[src/rtl/traffic_pkg.sv]
// traffic_pkg
// Shared constants and helpers for the traffic emulator.
//   - Light codes as driven by the intersection controller (one-hot r/y/g).
//   - Galois LFSR feedback mask and single-step helper.
//   - Lane group masks (bit i-1 = lane i).
//   - Conflict monitor state encoding.
// No ports; imported by lane_queue and traffic_emulator.
package traffic_pkg;

   localparam logic [2:0]  RYG_RED    = 3'b001;
   localparam logic [2:0]  RYG_YELLOW = 3'b010;
   localparam logic [2:0]  RYG_GREEN  = 3'b100;

   localparam logic [15:0] LFSR_MASK  = 16'hB400;

   // Lanes 1/3 share a right of way, lanes 2/4 the crossing one.
   localparam logic [3:0]  GROUP_A    = 4'b0101;
   localparam logic [3:0]  GROUP_B    = 4'b1010;

   // DISARMED: no tick seen since reset, all-zero light codes are tolerated.
   // ARMED:    every cycle is checked strictly.
   // TRIPPED:  a violation was seen; held until reset.
   typedef enum logic [1:0] {
      MON_DISARMED = 2'd0,
      MON_ARMED    = 2'd1,
      MON_TRIPPED  = 2'd2
   } mon_state_t;

   function automatic logic ryg_legal(input logic [2:0] code);
      return (code == RYG_RED) || (code == RYG_YELLOW) || (code == RYG_GREEN);
   endfunction

   function automatic logic [15:0] lfsr_step(input logic [15:0] s);
      return (s >> 1) ^ (s[0] ? LFSR_MASK : 16'h0000);
   endfunction

endpackage

[src/rtl/traffic_emulator_lane_queue.sv]
// lane_queue
// One lane's car queue. Updates only on tick: an arrival adds a car, a green
// light with a waiting car releases one, both together cancel out.
// Ports:
//   sclk, rst_n   clock, asynchronous active-low reset
//   tick          one-cycle step pulse
//   arrival       a car arrives this step
//   ryg           lane light {green, yellow, red}
//   q             cars waiting (0..QUEUE_MAX)
//   drop          arrival rejected because the queue is full (valid with tick)
module lane_queue
   import traffic_pkg::*;
#(
   parameter logic [2:0] QUEUE_MAX = 3'd7
) (
   input  logic       sclk,
   input  logic       rst_n,
   input  logic       tick,
   input  logic       arrival,
   input  logic [2:0] ryg,
   output logic [2:0] q,
   output logic       drop
);

   logic departure;

   // Only a clean green releases a car; yellow holds the queue.
   assign departure = (ryg == RYG_GREEN) && (q != 3'd0);
   assign drop      = tick && arrival && !departure && (q == QUEUE_MAX);

   always_ff @(posedge sclk or negedge rst_n) begin
      if (!rst_n) begin
         q <= 3'd0;
      end else if (tick) begin
         unique case ({arrival, departure})
            2'b10: if (q != QUEUE_MAX) q <= q + 3'd1;
            2'b01: q <= q - 3'd1;
            default: q <= q;
         endcase
      end
   end

endmodule

[src/rtl/traffic_emulator.sv]
// traffic_emulator
// Traffic side of the four-lane intersection demo: models per-lane car queues
// with pseudo-random arrivals and green-light departures, drives the car
// sensors the light controller reads, and flags unsafe light combinations.
// Ports:
//   sclk, rst_n          clock, asynchronous active-low reset
//   ryg1..ryg4           lane lights, bit0 red, bit1 yellow, bit2 green
//   car_present[3:0]     bit i-1 = lane i queue non-empty
//   queue_len[11:0]      lane i count in bits [3i-1:3i-3]
//   conflict             sticky safety-violation flag
//   tick                 one-cycle simulation step pulse
//   drop_count[7:0]      saturating count of arrivals lost at full queues
// Build option: define TRAFFIC_EMU_DROP_COUNT_EN to enable drop_count;
// otherwise drop_count is tied to 0.
// The conflict monitor state is the internal signal mon_state (mon_state_t).
module traffic_emulator
   import traffic_pkg::*;
#(
   parameter int          TICK_BIT       = 25,
   parameter logic [8:0]  ARRIVAL_THRESH = 9'd64,
   parameter logic [15:0] LFSR_SEED      = 16'hACE1,
   parameter logic [2:0]  QUEUE_MAX      = 3'd7
) (
   input  logic        sclk,
   input  logic        rst_n,
   input  logic [2:0]  ryg1,
   input  logic [2:0]  ryg2,
   input  logic [2:0]  ryg3,
   input  logic [2:0]  ryg4,
   output logic [3:0]  car_present,
   output logic [11:0] queue_len,
   output logic        conflict,
   output logic        tick,
   output logic [7:0]  drop_count
);

   // An all-zero LFSR would lock up, so a zero seed is replaced.
   localparam logic [15:0]       SEED_EFF = (LFSR_SEED == 16'h0000) ? 16'h0001 : LFSR_SEED;
   localparam logic [TICK_BIT:0] CNT_ONE  = 1;

   logic [TICK_BIT:0] cnt;
   logic              prev_bit;
   logic [15:0]       lfsr;

   logic [2:0]        ryg [4];
   logic [7:0]        arr_byte [4];
   logic [3:0]        arrival;
   logic [2:0]        q [4];
   logic [3:0]        lane_drop;

   mon_state_t        mon_state, mon_state_nxt;
   logic              armed_now;
   logic              violation;
   logic              bad_code, a_active, b_active;

   // ---------------------------------------------------------------- timebase
   always_ff @(posedge sclk or negedge rst_n) begin
      if (!rst_n) begin
         cnt      <= '0;
         prev_bit <= 1'b0;
         lfsr     <= SEED_EFF;
      end else begin
         cnt      <= cnt + CNT_ONE;
         prev_bit <= cnt[TICK_BIT];
         if (tick) lfsr <= lfsr_step(lfsr);
      end
   end

   assign tick = cnt[TICK_BIT] & ~prev_bit;

   // ------------------------------------------------------------------ lanes
   assign ryg[0] = ryg1;
   assign ryg[1] = ryg2;
   assign ryg[2] = ryg3;
   assign ryg[3] = ryg4;

   // Lanes 3/4 use nibble-swapped views so the four lanes are decorrelated.
   assign arr_byte[0] = lfsr[7:0];
   assign arr_byte[1] = lfsr[15:8];
   assign arr_byte[2] = {lfsr[3:0], lfsr[15:12]};
   assign arr_byte[3] = {lfsr[11:8], lfsr[7:4]};

   for (genvar g = 0; g < 4; g++) begin : g_lane
      // 9-bit compare so a threshold of 256 means "always".
      assign arrival[g] = ({1'b0, arr_byte[g]} < ARRIVAL_THRESH);

      lane_queue #(.QUEUE_MAX(QUEUE_MAX)) u_lane (
         .sclk    (sclk),
         .rst_n   (rst_n),
         .tick    (tick),
         .arrival (arrival[g]),
         .ryg     (ryg[g]),
         .q       (q[g]),
         .drop    (lane_drop[g])
      );

      assign car_present[g]     = (q[g] != 3'd0);
      assign queue_len[3*g +: 3] = q[g];
   end

   // -------------------------------------------------------- conflict monitor
   // The tick cycle itself already counts as armed.
   always_comb begin
      armed_now = (mon_state != MON_DISARMED) || tick;
      bad_code  = 1'b0;
      a_active  = 1'b0;
      b_active  = 1'b0;
      for (int i = 0; i < 4; i++) begin
         // Before arming, a dark lane (000) is the controller still booting.
         if (armed_now || (ryg[i] != 3'b000)) begin
            if (!ryg_legal(ryg[i])) bad_code = 1'b1;
            if (ryg[i] != RYG_RED) begin
               if (GROUP_A[i]) a_active = 1'b1;
               if (GROUP_B[i]) b_active = 1'b1;
            end
         end
      end
      violation = bad_code || (a_active && b_active);
   end

   always_ff @(posedge sclk or negedge rst_n) begin
      if (!rst_n) mon_state <= MON_DISARMED;
      else        mon_state <= mon_state_nxt;
   end

   always_comb begin
      mon_state_nxt = mon_state;
      unique case (mon_state)
         MON_DISARMED: begin
            if (violation)  mon_state_nxt = MON_TRIPPED;
            else if (tick)  mon_state_nxt = MON_ARMED;
         end
         MON_ARMED: begin
            if (violation)  mon_state_nxt = MON_TRIPPED;
         end
         MON_TRIPPED: mon_state_nxt = MON_TRIPPED;
         default:     mon_state_nxt = MON_DISARMED;
      endcase
   end

   assign conflict = (mon_state == MON_TRIPPED);

   // -------------------------------------------------------- drop accumulator
`ifdef TRAFFIC_EMU_DROP_COUNT_EN
   logic [2:0] drops_now;
   logic [8:0] drop_sum;

   assign drops_now = {2'b00, lane_drop[0]} + {2'b00, lane_drop[1]}
                    + {2'b00, lane_drop[2]} + {2'b00, lane_drop[3]};
   assign drop_sum  = {1'b0, drop_count} + {6'b000000, drops_now};

   always_ff @(posedge sclk or negedge rst_n) begin
      if (!rst_n)        drop_count <= 8'd0;
      else if (drop_sum[8]) drop_count <= 8'hFF;
      else               drop_count <= drop_sum[7:0];
   end
`else
   logic unused_drops;
   assign unused_drops = |lane_drop;
   assign drop_count   = 8'd0;
`endif

endmodule

[config.mk]
export PLATFORM = sky130hd
export DESIGN_NAME = traffic_emulator
export DESIGN_NICKNAME = d
export VERILOG_FILES = /design/src/rtl/traffic_pkg.sv /design/src/rtl/traffic_emulator_lane_queue.sv /design/src/rtl/traffic_emulator.sv
export SDC_FILE = /design/constraint.sdc
export NUM_CORES = 1
export LEC_CHECK = 0
export CAP_MARGIN = 20
export CORE_UTILIZATION = 59
export DETAILED_ROUTE_END_ITERATION = 12
export GPL_ROUTABILITY_DRIVEN = 0
export PLACE_DENSITY = 0.82
export SLEW_MARGIN = 30
export SYNTH_ARGS = -nofsm -noshare
export SYNTH_HDL_FRONTEND = slang
export SYNTH_SLANG_ARGS = --single-unit
[constraint.sdc]
create_clock -name sclk -period 5 [get_ports sclk]
set_input_delay 1.25 -clock sclk [delete_from_list [all_inputs] [get_ports sclk]]
set_output_delay 1.25 -clock sclk [all_outputs]
set_load 0.01 [all_outputs]
==> run_results.csv <==
group,metric,value,unit
outcome,outcome,"complete, no violations",
floorplanning,std_cell_rows,25,
floorplanning,fp.dieArea,5390,sq um
clock_network,tritoncts_num_sinks,57,
route,first_iter_violations,57,
timing,finalWorstPathRequiredPeriod,2950,ps
logic_synthesis,syn_inst,255,
layout,layout.cells.most_common,"dfrtp_1",
layout,num-nets-final,316,
clock_network,clk_path_buf_depth,2,
clock_network,post_cts_repair_timing_setup_buffer_count,0,
clock_network,number_of_hold_buffers_added_after_cts,0,
logic_synthesis,dominantRegCellSynth,"dfrtp_1",
route,vias,1964,
timing,unrepaired_setup_endpoints_after_global_routing,"no",
place,hpwlAfterDp,3730,um
setup_path,crit_start,"cnt[25]",
setup_path,crit_path_start_kind,"register",
route,post-route-drc-count,0,
logic_synthesis,syn_area,3010,sq um
timing,clock_skew,12.2,ps
setup_path,critical-path-slowest-cell,"clkdlybuf4s50_1",
layout,antenna_cells_inserted,0,
floorplanning,floorplan.initialDensity,62.5,%
power,cellLeakagePower,1.46,nW
layout,layout_common_cells,"49 x dfrtp_1, 30 x xnor2_1, 30 x clkdlybuf4s50_1",
route,ant_nets,0,
timing,max_slew_margin,63.5,%
layout,area_delta_synth_final,18.1,%
route,drt_wl_total,5390,um
setup_path,setup.worst_path.class,"register to output port",
power,cellInternalPower,0.731,mW
timing,timing_hold_violations_final,0,
timing,setup_tns,0,ps
power,power.clock.fraction,46.6,%
layout,multiInputGateArea,1470,sq um
clock_network,cts_resized,0,
layout,layout.filler_cells,359,
layout,seq_area,1440,sq um
timing,finalHoldWorstSlack,424,ps
power,power,0.935,mW
route,drtPass1Iterations,4,
timing,timing.final.max_slew_violations,0,
power,net-switching-power,0.203,mW
clock_network,cts.root.buffer_cell,"clkbuf_8",
floorplanning,ioPinCount,40,
power,sw_frac_of_total,21.7,%
layout,post_route_cells_drive_above_1_share,22.1,%
logic_synthesis,synth_cell_types,41,
global_routing,grt_start_max_net_pins,35,
setup_path,crit_fanout,26,
clock_network,clock_tree.htree_level_count,3,
setup_path,r2r_start,"g_lane[2].u_lane.q[2]",
power,max-vdd-ir-drop,0.225,mV
setup_path,cp_cell_sequence,"nand2b_1 > buf_4 > inv_1 > clkdlybuf4s50_1",
clock_network,clock_tree_from_tritoncts,"yes",
logic_synthesis,number_of_enable_flip_flop_cells_after_synthesis,0,
logic_synthesis,yosysWarnings,0,
floorplanning,fp.dieH,73.4,um
setup_path,worst_path_largest_cell_delay,480,ps
global_routing,grt_pass1_vias,2028,
timing,final.period_utilization,59.1,%
global_routing,antenna_violations_before_repair,0,
flow_run,drv.max_cap_violation_count,0,
floorplanning,floorplan.core_area,4820,sq um
logic_synthesis,synth_seq_area_share,47.7,%
global_routing,grt_overflow,0,
place,io_buffer_count,31,
route,routed_via_count_divided_by_cell_count,5.38,
floorplanning,dieWidth,73.4,um
global_routing,gr-usage-all-layers,23.3,%
min_path,min-delay-start,"cnt[25]",
power,pwr_density_cell,263,nW/um^2
timing,clock.fmax,0.339,GHz
power,power.combinational.fraction,4.0,%
timing,timing_worst_slew_pin_value,548,ps
logic_synthesis,ys_seq_elements,57,
min_path,hold_removal_path_class,"register to register",
clock_network,tritoncts.num_buffers,9,
power,pwr-share-seq,49.4,%
setup_path,endpoint_kind,"output port",
clock_network,clock_insertion_delay_worst_skew,340,ps
setup_path,cp.arrival,1700,ps
clock_network,clkSlewWorstSetupHoldPaths,60,ps
timing,setup_violations,0,
route,detail_route.wl_per_cell,14.8,um
global_routing,wire_length_of_the_first_global_routing_pass,9230,um
setup_path,critPathRequiredTime,3750,ps
logic_synthesis,async_flop_share,100,%
logic_synthesis,avgSynthCellArea,11.8,sq um
kinds of logic after synthesis:
| kind of cell | share of synthesized area, % |
|---|---|
| AOI/OAI and AO/OA | 10.3 |
| muxes | 5.86 |
| adders and majority gates | 4.74 |
| other | 0.125 |
| xor gates and xnor gates | 11.3 |
| and+or+nand+nor | 15.6 |
| buffers and inverters | 4.40 |
| DFF | 47.7 |
sequential cells by signal (all words and copies together), names as in the netlist:
| signal | cells |
|---|---|
| mon_state | 2 |
| g_lane.u_lane.q | 12 |
| cnt | 26 |
| lfsr | 16 |
| prev_bit | 1 |
synth_stat cells, types with 3 or more instances:
cell        n  share of area (%)
dfrtp_1    49                 41
xnor2_1    30                8.7
inv_1      13                1.6
mux2_2     13                4.9
nor2_1     13                1.6
nand3_1    12                2.0
nand2_1    10                1.2
xor2_1      9                2.6
buf_4       8                2.0
dfstp_2     8                7.0
o21ai_0     7                1.2
nand4_1     6                1.2
ha_1        5                2.1
nand3_2     5                1.7
a21oi_4     4                2.2
a311o_1     4                1.3
buf_2       4               0.66
fa_1        4                2.7
nand2_2     4               0.83
nor3_1      4               0.66
o2111ai_2   4                2.0
or3_4       4                1.5
a21oi_1     3               0.50
and3_1      3               0.62
and4_1      3               0.87
mux2i_1     3                1.0
nand2b_1    3               0.62
layer usage:
layer	vias up	GRT usage, %	share of wire [%]
li1	960	-	-
met5	-	0	0
met1	960	30.0	47
met2	37	36.6	47
met3	7	6.58	4.2
met4	0	11.1	1.3
critical path, delay by kind of cell (launching register included):
family,cells,cell delay (ps)
buffers and inverters,3,880
flip-flops,1,400
AND/OR/NAND/NOR,1,80
through the flow:
stage	utilization [%]	cells	setup WS, ps	cell area [sq um]
floorplan	-	262	2460	3040
global placement	69.7	349	1870	3360
detailed placement	69.7	349	1780	3360
CTS	73.8	365	2030	3560
global route	73.8	365	1920	3560
finish	73.8	365	2050	3560
power by group through the flow:
stage               clock [mW]  combinational, mW  sequential (mW)
floorplan                    0             0.0162            0.470
global placement             0             0.0373            0.470
detailed placement           0             0.0377            0.470
CTS                      0.447             0.0378            0.461
global route             0.462             0.0422            0.461
finish                   0.436             0.0375            0.462
worst paths after layout:
kind                       cells past startpoint  slack (ps)               endpoint
setup / recovery                               4        2050                   tick
hold reg to reg                                0         420               prev_bit
hold / removal                                 0         420               prev_bit
max in group asynchronous                      2        3240               lfsr[13]
setup reg to reg                               6        3230  g_lane[2].u_lane.q[2]
min in group asynchronous                      1         890  g_lane[0].u_lane.q[1]
final cells by class:
cell class                      instances  area share [%]
Clock buffer                           13            4.47
Multi-Input combinational cell        179            41.3
Tap cell                               67            2.36
Timing Repair Buffer                   33            9.00
Sequential cell                        57            40.4
Inverter                               13            1.37
Clock inverter                          3            1.13
No activity file was read; power rests on OpenSTA's default activity.
